==> src/rtl/cache_pkg.sv <==
// ---------------------------------------------------------------------------
// cache_pkg
//
// Shared definitions for the direct-mapped, 16-set cache controller.
//
// Contents:
//   ADDR_W / OFFSET_W / IDX_W / TAG_W  address geometry (32-byte lines)
//   ctrl_state_e                       controller state encoding
//   addr_tag / addr_idx                field extraction from a CPU byte address
//   line_addr                          rebuilds a line-aligned memory address
// ---------------------------------------------------------------------------
package cache_pkg;

  localparam int ADDR_W   = 32;
  localparam int OFFSET_W = 5;
  localparam int IDX_W    = 4;
  localparam int TAG_W    = ADDR_W - IDX_W - OFFSET_W;

  typedef enum logic [2:0] {
    IDLE,
    LOOKUP,
    WB,
    ALLOC,
    FILL,
    REREAD
  } ctrl_state_e;

  // The tag is everything above the set index.
  function automatic logic [TAG_W-1:0] addr_tag(input logic [ADDR_W-1:0] addr);
    return addr[ADDR_W-1 -: TAG_W];
  endfunction

  // The set index sits directly above the line offset.
  function automatic logic [IDX_W-1:0] addr_idx(input logic [ADDR_W-1:0] addr);
    return addr[OFFSET_W +: IDX_W];
  endfunction

  // Memory transfers are always whole lines, so the offset is zeroed.
  function automatic logic [ADDR_W-1:0] line_addr(input logic [TAG_W-1:0] tag,
                                                   input logic [IDX_W-1:0] idx);
    return {tag, idx, {OFFSET_W{1'b0}}};
  endfunction

endpackage

==> src/rtl/cache_perf_cnt.sv <==
// ---------------------------------------------------------------------------
// cache_perf_cnt
//
// Hit / miss / writeback event counters for the cache controller. The whole
// module only exists when CACHE_PERF_CNT_EN is defined, so the default build
// carries no orphan top-level module.
//
// Ports:
//   clk_i       clock
//   rst_ni      synchronous active-low reset, clears all counters
//   hit_evt_i   one-cycle pulse per first-lookup hit
//   miss_evt_i  one-cycle pulse per lookup miss
//   wb_evt_i    one-cycle pulse per entry into writeback
//   hit_cnt_o   hit count  (wraps at 2^32)
//   miss_cnt_o  miss count (wraps at 2^32)
//   wb_cnt_o    writeback count (wraps at 2^32)
// ---------------------------------------------------------------------------
`ifdef CACHE_PERF_CNT_EN
module cache_perf_cnt (
  input  logic        clk_i,
  input  logic        rst_ni,
  input  logic        hit_evt_i,
  input  logic        miss_evt_i,
  input  logic        wb_evt_i,
  output logic [31:0] hit_cnt_o,
  output logic [31:0] miss_cnt_o,
  output logic [31:0] wb_cnt_o
);

  logic [31:0] hit_cnt_q,  hit_cnt_d;
  logic [31:0] miss_cnt_q, miss_cnt_d;
  logic [31:0] wb_cnt_q,   wb_cnt_d;

  // Each counter advances by one on its event pulse; plain modulo-2^32
  // addition gives the wrap-around for free.
  always_comb begin
    hit_cnt_d  = hit_cnt_q;
    miss_cnt_d = miss_cnt_q;
    wb_cnt_d   = wb_cnt_q;
    if (hit_evt_i)  hit_cnt_d  = hit_cnt_q  + 32'd1;
    if (miss_evt_i) miss_cnt_d = miss_cnt_q + 32'd1;
    if (wb_evt_i)   wb_cnt_d   = wb_cnt_q   + 32'd1;
  end

  // Counter registers, cleared together with the controller.
  always_ff @(posedge clk_i) begin
    if (!rst_ni) begin
      hit_cnt_q  <= '0;
      miss_cnt_q <= '0;
      wb_cnt_q   <= '0;
    end else begin
      hit_cnt_q  <= hit_cnt_d;
      miss_cnt_q <= miss_cnt_d;
      wb_cnt_q   <= wb_cnt_d;
    end
  end

  assign hit_cnt_o  = hit_cnt_q;
  assign miss_cnt_o = miss_cnt_q;
  assign wb_cnt_o   = wb_cnt_q;

endmodule
`endif

==> src/rtl/cache_ctrl_fsm.sv <==
// ---------------------------------------------------------------------------
// cache_ctrl_fsm
//
// Controller for a direct-mapped, 16-set, 32-byte-line cache. Walks each CPU
// request through lookup, hit service, dirty-victim writeback and line refill,
// and drives the tag/valid/data/dirty arrays (1-cycle registered read,
// active-high chip enable csb0) plus the physical-memory handshake.
//
// Optional feature (macro CACHE_PERF_CNT_EN):
//   adds hit_cnt / miss_cnt / wb_cnt outputs backed by cache_perf_cnt.
//
// Ports:
//   clk0, reset_n             clock, synchronous active-low reset
//   mem_read, mem_write       CPU request, held until mem_resp
//   mem_addr                  CPU byte address
//   mem_resp                  one-cycle completion pulse to the CPU
//   csb0, web0                array enable / tag-valid-data write strobe
//   set_idx                   array address
//   tag_din, tag_dout         tag write data / tag read data
//   valid_din, valid_dout     valid write data / valid read data
//   data_sel                  data source: 0 = CPU write merge, 1 = pmem line
//   dirty_web0, dirty_addr0   dirty array write strobe / address
//   dirty_din0, dirty_dout0   dirty write data / dirty read data
//   pmem_read, pmem_write     line fill / victim writeback, held until pmem_resp
//   pmem_addr                 line-aligned physical-memory address
//   pmem_resp                 physical-memory completion pulse
//   hit_cnt, miss_cnt, wb_cnt performance counters (CACHE_PERF_CNT_EN only)
// ---------------------------------------------------------------------------
module cache_ctrl_fsm
  import cache_pkg::*;
(
  input  logic              clk0,
  input  logic              reset_n,
  input  logic              mem_read,
  input  logic              mem_write,
  input  logic [ADDR_W-1:0] mem_addr,
  output logic              mem_resp,
  output logic              csb0,
  output logic              web0,
  output logic [IDX_W-1:0]  set_idx,
  output logic [TAG_W-1:0]  tag_din,
  input  logic [TAG_W-1:0]  tag_dout,
  output logic              valid_din,
  input  logic              valid_dout,
  output logic              data_sel,
  output logic              dirty_web0,
  output logic [IDX_W-1:0]  dirty_addr0,
  output logic              dirty_din0,
  input  logic              dirty_dout0,
  output logic              pmem_read,
  output logic              pmem_write,
  output logic [ADDR_W-1:0] pmem_addr,
  input  logic              pmem_resp
`ifdef CACHE_PERF_CNT_EN
  ,
  output logic [31:0]       hit_cnt,
  output logic [31:0]       miss_cnt,
  output logic [31:0]       wb_cnt
`endif
);

  ctrl_state_e      state_q,     state_d;
  logic [TAG_W-1:0] req_tag_q,   req_tag_d;
  logic [IDX_W-1:0] req_idx_q,   req_idx_d;
  logic             req_write_q, req_write_d;
  logic [TAG_W-1:0] vic_tag_q,   vic_tag_d;

  logic             lookup_hit;
  logic             addr_offset_unused;

  // The byte offset inside a line never matters to the controller; it is
  // folded here so the unused bits are visibly accounted for.
  assign addr_offset_unused = ^mem_addr[OFFSET_W-1:0];

  // The arrays were read on the previous cycle, so in LOOKUP their outputs
  // describe the requested set and can be compared against the latched tag.
  assign lookup_hit = valid_dout && (tag_dout == req_tag_q);

  // State and request registers. Reset returns to IDLE and drops the latched
  // request; any pmem transfer in flight is simply abandoned, which is why
  // physical memory has to be reset alongside the controller.
  always_ff @(posedge clk0) begin
    if (!reset_n) begin
      state_q     <= IDLE;
      req_tag_q   <= '0;
      req_idx_q   <= '0;
      req_write_q <= 1'b0;
      vic_tag_q   <= '0;
    end else begin
      state_q     <= state_d;
      req_tag_q   <= req_tag_d;
      req_idx_q   <= req_idx_d;
      req_write_q <= req_write_d;
      vic_tag_q   <= vic_tag_d;
    end
  end

  // Next-state and output decode. Every output defaults to 0 so IDLE without
  // a request is quiet. In IDLE the array address comes straight from the
  // CPU address because the latched copy only becomes valid next cycle; in
  // every other state the latched index is used so mid-request address
  // changes are ignored. Requests are not accepted while reset is held, which
  // keeps every output at 0 for the whole reset window. A simultaneous read
  // and write is latched as a write.
  always_comb begin
    state_d     = state_q;
    req_tag_d   = req_tag_q;
    req_idx_d   = req_idx_q;
    req_write_d = req_write_q;
    vic_tag_d   = vic_tag_q;

    mem_resp    = 1'b0;
    csb0        = 1'b0;
    web0        = 1'b0;
    set_idx     = '0;
    tag_din     = '0;
    valid_din   = 1'b0;
    data_sel    = 1'b0;
    dirty_web0  = 1'b0;
    dirty_din0  = 1'b0;
    pmem_read   = 1'b0;
    pmem_write  = 1'b0;
    pmem_addr   = '0;

    if (state_q != IDLE) begin
      set_idx = req_idx_q;
    end

    unique case (state_q)
      IDLE: begin
        if (reset_n && (mem_read || mem_write)) begin
          req_tag_d   = addr_tag(mem_addr);
          req_idx_d   = addr_idx(mem_addr);
          req_write_d = mem_write;
          csb0        = 1'b1;
          set_idx     = addr_idx(mem_addr);
          state_d     = LOOKUP;
        end
      end

      LOOKUP: begin
        if (lookup_hit) begin
          mem_resp = 1'b1;
          state_d  = IDLE;
          if (req_write_q) begin
            csb0       = 1'b1;
            web0       = 1'b1;
            data_sel   = 1'b0;
            tag_din    = req_tag_q;
            valid_din  = 1'b1;
            dirty_web0 = 1'b1;
            dirty_din0 = 1'b1;
          end
        end else if (valid_dout && dirty_dout0) begin
          vic_tag_d = tag_dout;
          state_d   = WB;
        end else begin
          state_d = ALLOC;
        end
      end

      WB: begin
        pmem_write = 1'b1;
        pmem_addr  = line_addr(vic_tag_q, req_idx_q);
        if (pmem_resp) begin
          pmem_write = 1'b0;
          state_d    = ALLOC;
        end
      end

      ALLOC: begin
        pmem_read = 1'b1;
        pmem_addr = line_addr(req_tag_q, req_idx_q);
        if (pmem_resp) begin
          state_d = FILL;
        end
      end

      FILL: begin
        csb0       = 1'b1;
        web0       = 1'b1;
        data_sel   = 1'b1;
        tag_din    = req_tag_q;
        valid_din  = 1'b1;
        dirty_web0 = 1'b1;
        dirty_din0 = 1'b0;
        state_d    = REREAD;
      end

      REREAD: begin
        csb0    = 1'b1;
        state_d = LOOKUP;
      end

      default: begin
        state_d = IDLE;
      end
    endcase

    dirty_addr0 = set_idx;
  end

`ifdef CACHE_PERF_CNT_EN
  logic reread_q;
  logic hit_evt;
  logic miss_evt;
  logic wb_evt;

  // REREAD always hands over to LOOKUP, so this flag marks exactly the
  // lookup that follows a refill; its guaranteed hit must not be counted.
  always_ff @(posedge clk0) begin
    if (!reset_n) begin
      reread_q <= 1'b0;
    end else begin
      reread_q <= (state_q == REREAD);
    end
  end

  assign hit_evt  = (state_q == LOOKUP) && lookup_hit && !reread_q;
  assign miss_evt = (state_q == LOOKUP) && !lookup_hit;
  assign wb_evt   = (state_q == LOOKUP) && (state_d == WB);

  cache_perf_cnt u_perf_cnt (
    .clk_i      (clk0),
    .rst_ni     (reset_n),
    .hit_evt_i  (hit_evt),
    .miss_evt_i (miss_evt),
    .wb_evt_i   (wb_evt),
    .hit_cnt_o  (hit_cnt),
    .miss_cnt_o (miss_cnt),
    .wb_cnt_o   (wb_cnt)
  );
`endif

endmodule

==> config.mk <==
export PLATFORM = sky130hd
export DESIGN_NAME = cache_ctrl_fsm
export DESIGN_NICKNAME = d
export VERILOG_FILES = /design/src/rtl/cache_pkg.sv /design/src/rtl/cache_perf_cnt.sv /design/src/rtl/cache_ctrl_fsm.sv
export SDC_FILE = /design/constraint.sdc
export NUM_CORES = 1
export LEC_CHECK = 0
export ABC_AREA = 1
export BUFFER_PORTS_ARGS = -buffer_cell sky130_fd_sc_hd__buf_2
export CAP_MARGIN = 0
export CORE_MARGIN = 2
export CORE_UTILIZATION = 48
export DETAILED_ROUTE_END_ITERATION = 10
export PLACE_DENSITY = 0.81
export SKIP_LAST_GASP = 1
export SYNTH_ARGS = -nofsm -noshare
export SYNTH_HDL_FRONTEND = slang
export SYNTH_SLANG_ARGS = --single-unit
==> constraint.sdc <==
create_clock -name clk0 -period 1.95 [get_ports clk0]
set_input_delay 0.195 -clock clk0 [delete_from_list [all_inputs] [get_ports clk0]]
set_output_delay 0.195 -clock clk0 [all_outputs]
set_load 0.01 [all_outputs]
==> results of run 1 <==
[cell usage after synthesis (all sizes together)]
library cell / number / area (um2)
nand2: 118 / 455
inv: 67 / 251
nor2: 58 / 220
a21oi: 54 / 270
dfxtp: 54 / 1080
o21ai: 52 / 260
nand3: 51 / 255
buf: 20 / 154
clkbuf: 15 / 56.3
nand4: 6 / 37.5
nor3: 3 / 15.0
a211oi: 2 / 15.0
nor4: 2 / 12.5
a31oi: 1 / 6.26
conb: 1 / 3.75
xnor2: 1 / 8.76
[registers in the layout, indices dropped and copies added (netlist names)]
name	cells
req_idx_q	4
vic_tag_q	23
state_q	3
req_write_q	1
req_tag_q	23
[worst min-delay path by stage]
stage | from | to | slack [ps] | depth (start not counted)
after detailed placement | vic_tag_q[22] | vic_tag_q[22] | 450 | 2
after global routing | mem_addr[6] | req_idx_q[1] | 170 | 3
after global placement | vic_tag_q[9] | vic_tag_q[9] | 450 | 2
final | mem_addr[5] | req_idx_q[0] | 150 | 3
after floorplan | reset_n | req_tag_q[0] | 330 | 2
after CTS | mem_addr[5] | req_idx_q[0] | 150 | 3
[kinds of logic after synthesis]
logic type             synth area share (%)
buffers and inverters                  14.9
other                                 0.121
XOR/XNOR                              0.282
AND/OR/NAND/NOR                        32.1
AO/OA/AOI/OAI                          17.8
flip-flops                             34.8
[critical path: cells and delay by family (launching register included)]
kind | cells | cell delay, ps
flip-flops | 1 | 360
AND/OR/NAND/NOR | 10 | 1020
buffers and inverters | 3 | 260
[final cells by class]
cell class / count / area (um2) / share of cell area, %
well taps: 77 / 96.3 / 2.22
repair inverters: 2 / 27.5 / 0.634
clock inverters: 1 / 5.00 / 0.115
flip-flops and latches: 54 / 1110 / 25.6
multi-input cells: 354 / 1780 / 41.0
inverters: 67 / 269 / 6.20
clock buffers: 7 / 86.3 / 1.99
repair buffers: 163 / 963 / 22.2
[metrics by stage]
| stage | cell area, um2 | std cells |
|---|---|---|
| floorplan | 3120 | 509 |
| global placement | 3750 | 690 |
| detailed placement | 3750 | 690 |
| CTS | 4090 | 714 |
| global route | 4340 | 725 |
| finish | 4340 | 725 |
[where the power goes]
| group | total [mW] | internal [mW] | switching (mW) |
|---|---|---|---|
| registers | 1.38 | 1.27 | 0.111 |
| logic | 1.51 | 0.531 | 0.983 |
| clock network | 0.657 | 0.288 | 0.369 |
| total | 3.55 | 2.09 | 1.46 |
[layer usage]
layer	vias up	part of all wire, %	track usage (%)
li1	1890	-	-
met1	1875	39	34.8
met2	265	47	49.6
met3	45	9.6	4.92
met4	0	4.3	13.3
met5	-	0	0
[what timing repair did]
item                       4_1_cts  5_1_grt
resized for setup               67       61
setup buffers                   15       10
setup endpoints to repair       44       78
pin swaps                       21       20
cloned                           2        1
==> impl_metrics.env, run 1 <==
export IMPL_avgViaCountPerCell=5.62
export IMPL_cts_sinks=54
export IMPL_yosys_register_bits=54
export IMPL_cts_max_level=2
export IMPL_firstDrtPassIters=5
export IMPL_tightest_slew_ps=585
export IMPL_antenna_cells=0
export IMPL_regToRegEndpoint="vic_tag_q[14]"
export IMPL_port_buffers=123
export IMPL_area_growth_pct=39.9
export IMPL_fillers=537
export IMPL_worst_clock_skew_ps=8.43
export IMPL_crit_path_top_delay_cell="dfxtp_2"
export IMPL_cellPowerDensity_nw_per_um2=819
export IMPL_clk_insertion_delay_late_ps=310
export IMPL_ctsHoldBuffers=0
export IMPL_crit_fanout=6
export IMPL_rr_startpoint="req_tag_q[20]"
export IMPL_finalSetupViolCount=31
export IMPL_initial_core_util_pct=49.1
export IMPL_fin_total_pwr_mw=3.55
export IMPL_grt_pass1_vias=3651
export IMPL_gr_total_overflow=0
export IMPL_final_max_slew_viol_count=0
export IMPL_layout_min_cycle_time_ps=2150
export IMPL_fp_coreArea_um2=6310
export IMPL_die_width_um=84.4
export IMPL_ys_warn_count=0
export IMPL_gp_congestion=0.936
export IMPL_crit_path_end_kind="primary output"
export IMPL_arrival_ps=1960
export IMPL_hpwl_mm=7.34
export IMPL_fp_dieH_um=84.4
export IMPL_maxSlewHeadroom_pct=60.9
export IMPL_die_area_um2=7120
export IMPL_ys_seq_area_share_pct=34.8
export IMPL_antenna_found_initial=0
export IMPL_ant_nets=0
export IMPL_yosysUniqueCellTypes=22
export IMPL_grt_start_max_net_pins=35
export IMPL_critPathRequiredTime_ps=1750
export IMPL_final_common_cell="buf_2"
export IMPL_vdd_ir_drop_max_mv=0.598
export IMPL_clockBufferDepth=2
export IMPL_routed_via_count=4075
export IMPL_outcome="finished, violations left"
export IMPL_rows=29
export IMPL_drv_cap=0
export IMPL_crit_start="req_tag_q[20]"
export IMPL_cts_clk_slew_worst_paths_ps=90
export IMPL_cp_cell_sequence="inv_2 -> nand2_2 -> nand2_1 -> nor2_1 -> nand2_1 -> nor2_2 -> nand3_2 -> nor2_2 -> nand2_2 -> nand2_8 -> inv_8 -> nor2_2 -> buf_2"
export IMPL_worst_path_most_repeated_cell="nor2_2"
export IMPL_rsz0062_at_grt="yes"
export IMPL_routed_wl_mm=11.3
export IMPL_synth_cell_area_um2=3100
export IMPL_crit_type="reg -> out"
export IMPL_routedWlPerCell_um=15.5
export IMPL_rr_worst_depth=13
export IMPL_p_leak_nw=2.09
export IMPL_final_cell_mix="buf_2 (120), nand2_1 (88), a21oi_1 (54)"
export IMPL_endpoint="tag_din[22]"
export IMPL_fmax_ghz=0.465
export IMPL_cpPeakStageDelay_ps=360
export IMPL_cts_buffers=5
export IMPL_drive_gt1_share_pct=43.8
export IMPL_final_core_util_pct=68.7
export IMPL_r2r_setup_slack_ps=100
export IMPL_finalNetCount=709
export IMPL_finalHoldViolCount=0
export IMPL_cts_root_buf="clkbuf_8"
export IMPL_whs_ps=145
export IMPL_hold_path_class="in -> reg"
export IMPL_finalCritPeriodShare_pct=110
export IMPL_syn_avg_cell_area_um2=6.14
export IMPL_cts_tree="yes"
export IMPL_pre_cts_ws_ps=3.51
export IMPL_drt_iter0_markers=355
export IMPL_drc_errors=0
export IMPL_grt_total_usage_pct=28.7
export IMPL_io_pins=134
export IMPL_violations="negative setup slack"
export IMPL_syn_inst=505
export IMPL_worst_slack_ps=-201
export IMPL_grt_first_pass_wirelength_mm=16.7
export IMPL_fin_setup_tns_ps=-5010
export IMPL_worstSetupStartpointType="register"
(Power assumes the default switching activity.)
==> inputs of run 2 (changes only) <==
--- a/config.mk
+++ b/config.mk
@@ -6,12 +6,12 @@
 export NUM_CORES = 1
 export LEC_CHECK = 0
 export ABC_AREA = 1
-export BUFFER_PORTS_ARGS = -buffer_cell sky130_fd_sc_hd__buf_2
 export CAP_MARGIN = 0
 export CORE_MARGIN = 2
-export CORE_UTILIZATION = 48
+export CORE_UTILIZATION = 60
 export DETAILED_ROUTE_END_ITERATION = 10
-export PLACE_DENSITY = 0.81
+export DONT_BUFFER_PORTS = 1
+export PLACE_DENSITY = 0.76
 export SKIP_LAST_GASP = 1
 export SYNTH_ARGS = -nofsm -noshare
 export SYNTH_HDL_FRONTEND = slang
==> run 2 against run 1 <==
The flow still finishes with violations (negative setup slack). Register-to-register slack barely moved. Core utilization rose by 17 points. Sequential power barely moved.
==> impl_metrics.env, run 2 (synthesized netlist as in run 1, its figures left out) <==
export IMPL_outcome="finished, violations left"
export IMPL_violations="negative setup slack"
export IMPL_avgViaCountPerCell=6.17
export IMPL_grt_start_max_net_pins=52
export IMPL_port_buffers=0
export IMPL_cts_clk_slew_worst_paths_ps=110
export IMPL_maxSlewHeadroom_pct=54.7
export IMPL_arrival_ps=1980
export IMPL_hp_start="reset_n"
export IMPL_gr_total_overflow=0
export IMPL_drc_errors=0
export IMPL_clk_insertion_delay_late_ps=320
export IMPL_cts_sinks=54
export IMPL_rr_startpoint="req_tag_q[15]"
export IMPL_tightest_slew_ps=672
export IMPL_routed_wl_mm=11.7
export IMPL_finalCritPeriodShare_pct=111
export IMPL_wl_met3_mm=1.21
export IMPL_antenna_cells=0
export IMPL_fp_coreArea_um2=5040
export IMPL_initial_core_util_pct=61.5
export IMPL_finalSetupViolCount=27
export IMPL_fp_dieH_um=75.9
export IMPL_drv_cap=0
export IMPL_area_growth_pct=38.5
export IMPL_antenna_found_initial=0
export IMPL_cellPowerDensity_nw_per_um2=907
export IMPL_top_regs="req_tag_q x23, vic_tag_q x23, req_idx_q x4"
export IMPL_final_common_cell="nand2_1"
export IMPL_rows=26
export IMPL_routed_via_count=3852
export IMPL_drt_iter0_markers=390
export IMPL_layout_min_cycle_time_ps=2170
export IMPL_fin_setup_tns_ps=-4530
export IMPL_crit_start="req_tag_q[15]"
export IMPL_die_width_um=75.9
export IMPL_grt_first_pass_wirelength_mm=16.6
export IMPL_regToRegEndpoint="vic_tag_q[10]"
export IMPL_fin_total_pwr_mw=3.90
export IMPL_firstDrtPassIters=5
export IMPL_final_core_util_pct=85.3
export IMPL_endpoint="tag_din[20]"
export IMPL_io_pins=134
export IMPL_p_leak_nw=1.71
export IMPL_ctsHoldBuffers=0
export IMPL_crit_path_end_kind="primary output"
export IMPL_ant_nets=0
export IMPL_fmax_ghz=0.460
export IMPL_hold_path_class="in -> reg"
export IMPL_finalNetCount=615
export IMPL_critPathRequiredTime_ps=1750
export IMPL_worst_clock_skew_ps=13.2
export IMPL_finalHoldViolCount=0
export IMPL_drive_gt1_share_pct=39.5
export IMPL_final_max_slew_viol_count=0
export IMPL_rsz0062_at_grt="yes"
export IMPL_worstSetupStartpointType="register"
export IMPL_crit_fanout=6
export IMPL_r2r_setup_slack_ps=100
export IMPL_grt_pass1_vias=3411
export IMPL_wl_met1_mm=4.19
export IMPL_vdd_ir_drop_max_mv=0.624
export IMPL_gp_congestion=0.952
export IMPL_cts_buffers=5
export IMPL_routedWlPerCell_um=18.7
export IMPL_wl_met2_mm=5.75
export IMPL_cts_tree="yes"
export IMPL_whs_ps=3.72
export IMPL_worst_slack_ps=-224
export IMPL_hpwl_mm=6.62
export IMPL_final_cell_mix="nand2_1 (82), buf_4 (60), a21oi_1 (54)"
export IMPL_die_area_um2=5760
export IMPL_cts_max_level=2
export IMPL_crit_type="reg -> out"
export IMPL_rr_worst_depth=13
export IMPL_clockBufferDepth=2
export IMPL_top_layer="met4"
export IMPL_grt_total_usage_pct=35.8
export IMPL_cts_root_buf="clkbuf_8"
run 2: layer usage:
layer  track usage [%]  vias up
met3              8.57       62
met2              59.4      294
met5                 0        -
met1              44.3     1793
li1                  -     1703
met4              16.2        0
run 2: final cells by class:
cell class,count,area (um2)
inverters,67,314
clock buffers,6,82.6
repair inverters,4,51.3
multi-input cells,353,2010
fillers,289,743
clock inverters,2,60.1
flip-flops and latches,54,1120
repair buffers,68,579
well taps,70,87.6
run 2: worst min path at each step:
stage                               end  slack (ps)  cells past startpoint
final                      req_tag_q[3]           4                      2
after detailed placement   req_tag_q[2]         340                      2
after global placement     req_tag_q[3]         340                      2
after global routing      req_tag_q[10]           3                      2
after floorplan            req_tag_q[0]         330                      2
after CTS                  req_tag_q[3]           1                      2
run 2: repair_timing:
action	4_1_cts	5_1_grt
gates resized for setup	150	71
cloned	4	0
pin swaps	27	13
buffers inserted	20	13
setup endpoints to repair	51	83
run 2: per-stage QoR:
step,area [um2],worst slack [ps],std cells
2_1_floorplan,3120,310,509
4_1_cts,3950,-111,611
6_report,4300,-224,624
5_1_grt,4300,-306,624
3_5_place_dp,3270,51.2,579
3_3_place_gp,3270,110,579
run 2: worst max-delay path, cell delays in order, from the launching register on:
cell and delay, ps:
dfxtp_2 350, inv_2 70, nand2_2 80, nand2_1 60
nor2_1 90, nand2_1 80, nor2_2 120, nand3_2 110
nor2_2 120, nand2_2 110, nand2_8 140, buf_12 140
inv_16 50, nor2_4 130
run 2: power by group:
| part | internal (mW) | switching (mW) | leakage, nW | total, mW |
|---|---|---|---|---|
| clock network | 0.548 | 0.380 | 0.0714 | 0.928 |
| logic | 0.512 | 1.05 | 1.19 | 1.56 |
| registers | 1.28 | 0.136 | 0.451 | 1.41 |
